## src/rtl/bcd_counter_display.sv

```systemverilog
// 4-digit BCD up/down event counter with a registered, multiplexed common-anode 7-segment scan driver.
// Optional macro LEADING_ZERO_BLANK_EN blanks digits above the highest nonzero digit (digit 0 always shown).
module bcd_counter_display #(
  parameter logic [15:0] INIT_VALUE = 16'h0000,
  parameter int unsigned DP_DIGIT   = 4
) (
  input  logic        clock_in,
  input  logic        reset_n,
  input  logic        count_tick,
  input  logic        scan_tick,
  input  logic        enable,
  input  logic        up,
  input  logic        clear,
  output logic [15:0] value,
  output logic        wrap,
  output logic [3:0]  an,
  output logic [6:0]  seg,
  output logic        dp
);

  typedef enum logic [1:0] {DIG0, DIG1, DIG2, DIG3} scan_state_e;

  scan_state_e state_q, state_d;
  logic [15:0] value_q, value_d;
  logic        wrap_q, wrap_d;
  logic [3:0]  an_q, an_d;
  logic [6:0]  seg_q, seg_d;
  logic        dp_q, dp_d;

  logic        step_carry;
  logic [1:0]  scan_idx;
  logic [3:0]  sel_nibble;

  function automatic logic [6:0] seg_decode(input logic [3:0] nib);
    logic [6:0] s;
    case (nib)
      4'd0:    s = 7'h40;
      4'd1:    s = 7'h79;
      4'd2:    s = 7'h24;
      4'd3:    s = 7'h30;
      4'd4:    s = 7'h19;
      4'd5:    s = 7'h12;
      4'd6:    s = 7'h02;
      4'd7:    s = 7'h78;
      4'd8:    s = 7'h00;
      4'd9:    s = 7'h10;
      default: s = 7'h7F;
    endcase
    return s;
  endfunction

  // Ripple step: carry/borrow enters at the ones digit; surviving it past digit 3 is a wrap.
  always_comb begin
    value_d    = value_q;
    wrap_d     = 1'b0;
    step_carry = 1'b0;
    if (clear) begin
      value_d = '0;
    end else if (count_tick && enable) begin
      step_carry = 1'b1;
      for (int i = 0; i < 4; i++) begin
        if (step_carry) begin
          if (up) begin
            if (value_q[4*i +: 4] == 4'd9) begin
              value_d[4*i +: 4] = 4'd0;
            end else begin
              value_d[4*i +: 4] = value_q[4*i +: 4] + 4'd1;
              step_carry        = 1'b0;
            end
          end else begin
            if (value_q[4*i +: 4] == 4'd0) begin
              value_d[4*i +: 4] = 4'd9;
            end else begin
              value_d[4*i +: 4] = value_q[4*i +: 4] - 4'd1;
              step_carry        = 1'b0;
            end
          end
        end
      end
      wrap_d = step_carry;
    end
  end

  always_comb begin
    state_d = state_q;
    if (scan_tick) begin
      case (state_q)
        DIG0:    state_d = DIG1;
        DIG1:    state_d = DIG2;
        DIG2:    state_d = DIG3;
        DIG3:    state_d = DIG0;
        default: state_d = DIG0;
      endcase
    end
  end

  assign scan_idx   = state_q;
  assign sel_nibble = value_q[{scan_idx, 2'b00} +: 4];

`ifdef LEADING_ZERO_BLANK_EN
  // lead_zero[i]: digit i and every digit above it are zero; digit 0 is never blank.
  logic [3:0] lead_zero;
  assign lead_zero[3] = (value_q[15:12] == 4'd0);
  assign lead_zero[2] = lead_zero[3] && (value_q[11:8] == 4'd0);
  assign lead_zero[1] = lead_zero[2] && (value_q[7:4] == 4'd0);
  assign lead_zero[0] = 1'b0;
`endif

  always_comb begin
    an_d  = ~(4'b0001 << scan_idx);
    seg_d = seg_decode(sel_nibble);
    dp_d  = ({30'd0, scan_idx} == DP_DIGIT[31:0]) ? 1'b0 : 1'b1;
`ifdef LEADING_ZERO_BLANK_EN
    if (lead_zero[scan_idx]) begin
      seg_d = 7'h7F;
      dp_d  = 1'b1;
    end
`endif
  end

  always_ff @(posedge clock_in) begin
    if (!reset_n) begin
      state_q <= DIG0;
      value_q <= INIT_VALUE;
      wrap_q  <= 1'b0;
      an_q    <= 4'hF;
      seg_q   <= 7'h7F;
      dp_q    <= 1'b1;
    end else begin
      state_q <= state_d;
      value_q <= value_d;
      wrap_q  <= wrap_d;
      an_q    <= an_d;
      seg_q   <= seg_d;
      dp_q    <= dp_d;
    end
  end

  assign value = value_q;
  assign wrap  = wrap_q;
  assign an    = an_q;
  assign seg   = seg_q;
  assign dp    = dp_q;

endmodule

```

## config.mk

```make
export PLATFORM = sky130hd
export DESIGN_NAME = bcd_counter_display
export DESIGN_NICKNAME = d
export VERILOG_FILES = /design/src/rtl/bcd_counter_display.sv
export SDC_FILE = /design/constraint.sdc
export NUM_CORES = 1
export LEC_CHECK = 0
export ABC_AREA = 1
export CAP_MARGIN = 15
export CORE_ASPECT_RATIO = 1.1
export CORE_MARGIN = 2
export CORE_UTILIZATION = 56
export DETAILED_ROUTE_END_ITERATION = 16
export GPL_ROUTABILITY_DRIVEN = 1
export HOLD_SLACK_MARGIN = 0.05
export PLACE_DENSITY = 0.85
export SYNTH_ARGS = -nofsm -noshare
export SYNTH_HDL_FRONTEND = slang
export SYNTH_SLANG_ARGS = --single-unit
```

## constraint.sdc

```tcl
create_clock -name clock_in -period 3.9 [get_ports clock_in]
set_input_delay 0.585 -clock clock_in [delete_from_list [all_inputs] [get_ports clock_in]]
set_output_delay 0.585 -clock clock_in [all_outputs]
set_load 0.05 [all_outputs]
```

==> impl_metrics.env <==
export IMPL_design_power_total_mw=0.741
export IMPL_crit_path_frequent_cell="sky130_fd_sc_hd__inv_1"
export IMPL_count_of_cell_types_in_the_netlist=30
export IMPL_min_delay_path_depth=2
export IMPL_mostFrequentLayoutCells="sky130_fd_sc_hd__nand2_1 (79), sky130_fd_sc_hd__nor2_1 (41), sky130_fd_sc_hd__clkdlybuf4s50_1 (34), sky130_fd_sc_hd__dfxtp_1 (30), sky130_fd_sc_hd__inv_1 (28)"
export IMPL_drt_iter0_drc=95
export IMPL_cts_inserted_buffers=5
export IMPL_min_delay_worst_endpoint="value[0]$_SDFFE_PP0P_"
export IMPL_cts_tree="built"
export IMPL_crit_path_max_incr_delay_ps=740
export IMPL_grt_pass1_wl_um=7320
export IMPL_cts_num_sinks=30
export IMPL_maxClockFrequency_mhz=422
export IMPL_period_needed_ps=2370
export IMPL_number_of_resized_instances_in_the_post_cts_repair_step=0
export IMPL_port_buffer_count=34
export IMPL_mappedNetlistNets=321
export IMPL_timing_critical_path_buf_inv=4
export IMPL_timing_critical_path_slowest_stage_cell="sky130_fd_sc_hd__nor2_1"
export IMPL_critical_path_reg2reg_endpoint="seg[6]$_SDFF_PN1_"
export IMPL_grt_ovfl_total=0
export IMPL_netSwitchingFraction_pct=35.5
export IMPL_syn_area_mm2=0.00196
export IMPL_critical_path_top_delay_family="buffers and inverters"
export IMPL_seq_area_frac_synth_pct=30.6
export IMPL_finalSetupTns_ps=0
export IMPL_clock_power_share_pct=26.9
export IMPL_skew_final_ps=4.51
export IMPL_power_combinational_fraction_pct=27.4
export IMPL_fp_dieH_um=66.1
export IMPL_power_internal_mw=0.478
export IMPL_diodes=0
export IMPL_timing_worst_setup_path_type="in -> reg"
export IMPL_route_vias_total=1984
export IMPL_finalHoldWorstSlack_ps=545
export IMPL_detail_route_drc_violations=0
export IMPL_route_final_wire_length_um=4190
export IMPL_cellPowerDensity_mw_per_mm2=311
export IMPL_wl_per_cell_um=10.8
export IMPL_power_static_leakage_nw=1.15
export IMPL_timing_critical_path_cells="clkdlybuf4s50_1 > inv_2 > nor2_1 > inv_1 > a21oi_1 > o21ai_1 > inv_1"
export IMPL_post_synth_inst_count=304
export IMPL_setup_worst_path_start="reset_n"
export IMPL_ctsRootBufferMaster="sky130_fd_sc_hd__clkbuf_4"
export IMPL_htreeDepth=2
export IMPL_worst_hold_startpoint="value[0]$_SDFFE_PP0P_"
export IMPL_depth_of_the_most_critical_reg_to_reg_path=7
export IMPL_most_common_cell_after_layout_fill_and_taps_aside="sky130_fd_sc_hd__nand2_1"
export IMPL_grt_usage_pct=24.0
export IMPL_cp_data_required_time_ps=4190
export IMPL_max_slew_worst_pin_slew_ps=968
export IMPL_ios=36
export IMPL_synth_seq_cells=30
export IMPL_worst_hold_class="reg -> reg"
export IMPL_hold_viol_final=0
export IMPL_routabilityCongestion=0.914
export IMPL_initial_core_util_pct=58.5
export IMPL_cp_end_kind="register"
export IMPL_seq_power_share_pct=45.7
export IMPL_post_synth_cell_area_avg_um2=6.46
export IMPL_slew_headroom_pct=35.2
export IMPL_drt_antenna_violating_nets=0
export IMPL_rsz0062_at_grt="false"
export IMPL_antenna_violations_before_repair=0
export IMPL_clk_pin_slew_worst_paths_ps=100
export IMPL_number_of_nets_in_the_layout=355
export IMPL_timing_max_cap_violations=0
export IMPL_ir_drop_uv=167
export IMPL_final_fill_count=297
export IMPL_std_cell_rows=22
export IMPL_design_die_area_mm2=0.00400
export IMPL_pre_antenna_drt_iters=4
export IMPL_finalSetupViolations=0
export IMPL_worst_r2r_startpoint="scan_idx[0]$_SDFFE_PN0P_"
export IMPL_worstSkewPairLatency_ps=330
export IMPL_drv_slew=0
export IMPL_timing_reg2reg_setup_slack_ps=2100
export IMPL_start_kind="input port"
export IMPL_yosys_warnings=0
export IMPL_run_status="complete, no violations"
export IMPL_final_min_period_over_clock_period_pct=60.7
export IMPL_critPathMaxFanout=13
export IMPL_maximum_number_of_pins_on_one_net_before_global_route_repair=21
export IMPL_power_switching_mw=0.263
export IMPL_postCtsSetupBuffers=0
export IMPL_grt_pass1_vias=1752
export IMPL_longest_clk_path_bufs=2
export IMPL_core_area_mm2=0.00336
export IMPL_final_design_utilization_pct=70.8
export IMPL_worstPathArrival_ps=2660
export IMPL_fraction_of_layout_cells_with_a_size_suffix_above_1_pct=10.0
export IMPL_ctsHoldBuffers=0
export IMPL_avgViaCountPerCell=5.13
export IMPL_chipWidth_um=60.5
export IMPL_place_hpwl_um=3150
export IMPL_worst_path_depth=7
export IMPL_area_delta_synth_final_pct=21.2
## logic make-up after synthesis
family | after synthesis | share of synthesized area (%)
compound gates | 52 | 14.3
flops | 30 | 30.6
other cells | 1 | 0.191
simple gates | 161 | 37.2
xor+xnor | 3 | 1.34
fa+ha+maj | 10 | 6.37
buf+inv | 47 | 10.1
## worst max path at each step
stage / to
floorplan: seg[3]$_SDFF_PN1_
global placement: value[2]$_SDFFE_PP0P_
detailed placement: value[2]$_SDFFE_PP0P_
CTS: value[2]$_SDFFE_PP0P_
global route: value[3]$_SDFFE_PP0P_
finish: value[2]$_SDFFE_PP0P_
## power groups by stage
stage	sequential (mW)	clock (mW)	combinational (mW)
2_1_floorplan	0.396	0	0.101
3_3_place_gp	0.345	0	0.200
3_5_place_dp	0.346	0	0.203
4_1_cts	0.339	0.205	0.204
5_1_grt	0.341	0.221	0.224
6_report	0.338	0.199	0.203
## metal layers
metal,vias up,share of wire [%],GRT usage (%)
li1,1036,-,-
met1,877,43,28.7
met2,62,49,41.3
met3,9,6.1,5.48
met4,0,1.9,8.70
met5,-,0,0
## through the flow
| stage | cell area [um^2] | instances | setup slack, ps |
|---|---|---|---|
| after floorplan | 1960 | 304 | 2230 |
| after global placement | 2320 | 379 | 1230 |
| after detailed placement | 2320 | 379 | 1230 |
| after CTS | 2380 | 387 | 1570 |
| after global routing | 2380 | 387 | 1390 |
| final | 2380 | 387 | 1530 |
## synth_stat cells
master | n | area share (%)
sky130_fd_sc_hd__buf_6 | 1 | 0.57
sky130_fd_sc_hd__clkbuf_1 | 1 | 0.19
sky130_fd_sc_hd__o21ai_1 | 7 | 1.8
sky130_fd_sc_hd__nor3_2 | 1 | 0.51
sky130_fd_sc_hd__nand2_1 | 79 | 15
sky130_fd_sc_hd__nor2_8 | 1 | 1.0
sky130_fd_sc_hd__o211ai_1 | 2 | 0.76
sky130_fd_sc_hd__nand3_4 | 1 | 0.89
sky130_fd_sc_hd__a21oi_4 | 1 | 0.83
sky130_fd_sc_hd__o21ai_0 | 21 | 5.4
sky130_fd_sc_hd__dfxtp_1 | 30 | 31
sky130_fd_sc_hd__inv_4 | 1 | 0.32
sky130_fd_sc_hd__nor2_1 | 41 | 7.8
sky130_fd_sc_hd__xor2_1 | 3 | 1.3
sky130_fd_sc_hd__conb_1 | 1 | 0.19
sky130_fd_sc_hd__inv_1 | 28 | 5.4
sky130_fd_sc_hd__ha_1 | 10 | 6.4
sky130_fd_sc_hd__nand2_4 | 2 | 1.1
sky130_fd_sc_hd__o21ai_2 | 1 | 0.45
sky130_fd_sc_hd__nand4_1 | 6 | 1.9
sky130_fd_sc_hd__nor2_2 | 2 | 0.64
sky130_fd_sc_hd__nor3_1 | 1 | 0.25
sky130_fd_sc_hd__nand2_2 | 4 | 1.3
sky130_fd_sc_hd__nor2_4 | 2 | 1.1
sky130_fd_sc_hd__inv_2 | 11 | 2.1
sky130_fd_sc_hd__a21oi_1 | 20 | 5.1
sky130_fd_sc_hd__nand3_1 | 20 | 5.1
sky130_fd_sc_hd__or2_1 | 1 | 0.32
sky130_fd_sc_hd__buf_2 | 3 | 0.76
sky130_fd_sc_hd__buf_4 | 2 | 0.76
## registers in the layout (all words and copies together), names as in the netlist
signal,flops
scan_idx,2
value,16
an,4
seg,7
wrap,1
## worst min-delay path, cell delays in order (launching register included)
cell,delay (ps)
sky130_fd_sc_hd__dfxtp_1,350
sky130_fd_sc_hd__inv_2,100
sky130_fd_sc_hd__a21oi_1,60
## final cells by class
class                   count  area (um^2)  area share [%]
clock buffers               7         55.1            2.31
clock inverters             1         5.00           0.210
inverters                  40          153            6.42
multi-input cells         227         1160            49.0
flip-flops and latches     30          601            25.2
well taps                  48         60.1            2.52
repair buffers             34          340            14.3
No activity file was read; power rests on OpenSTA's default activity.
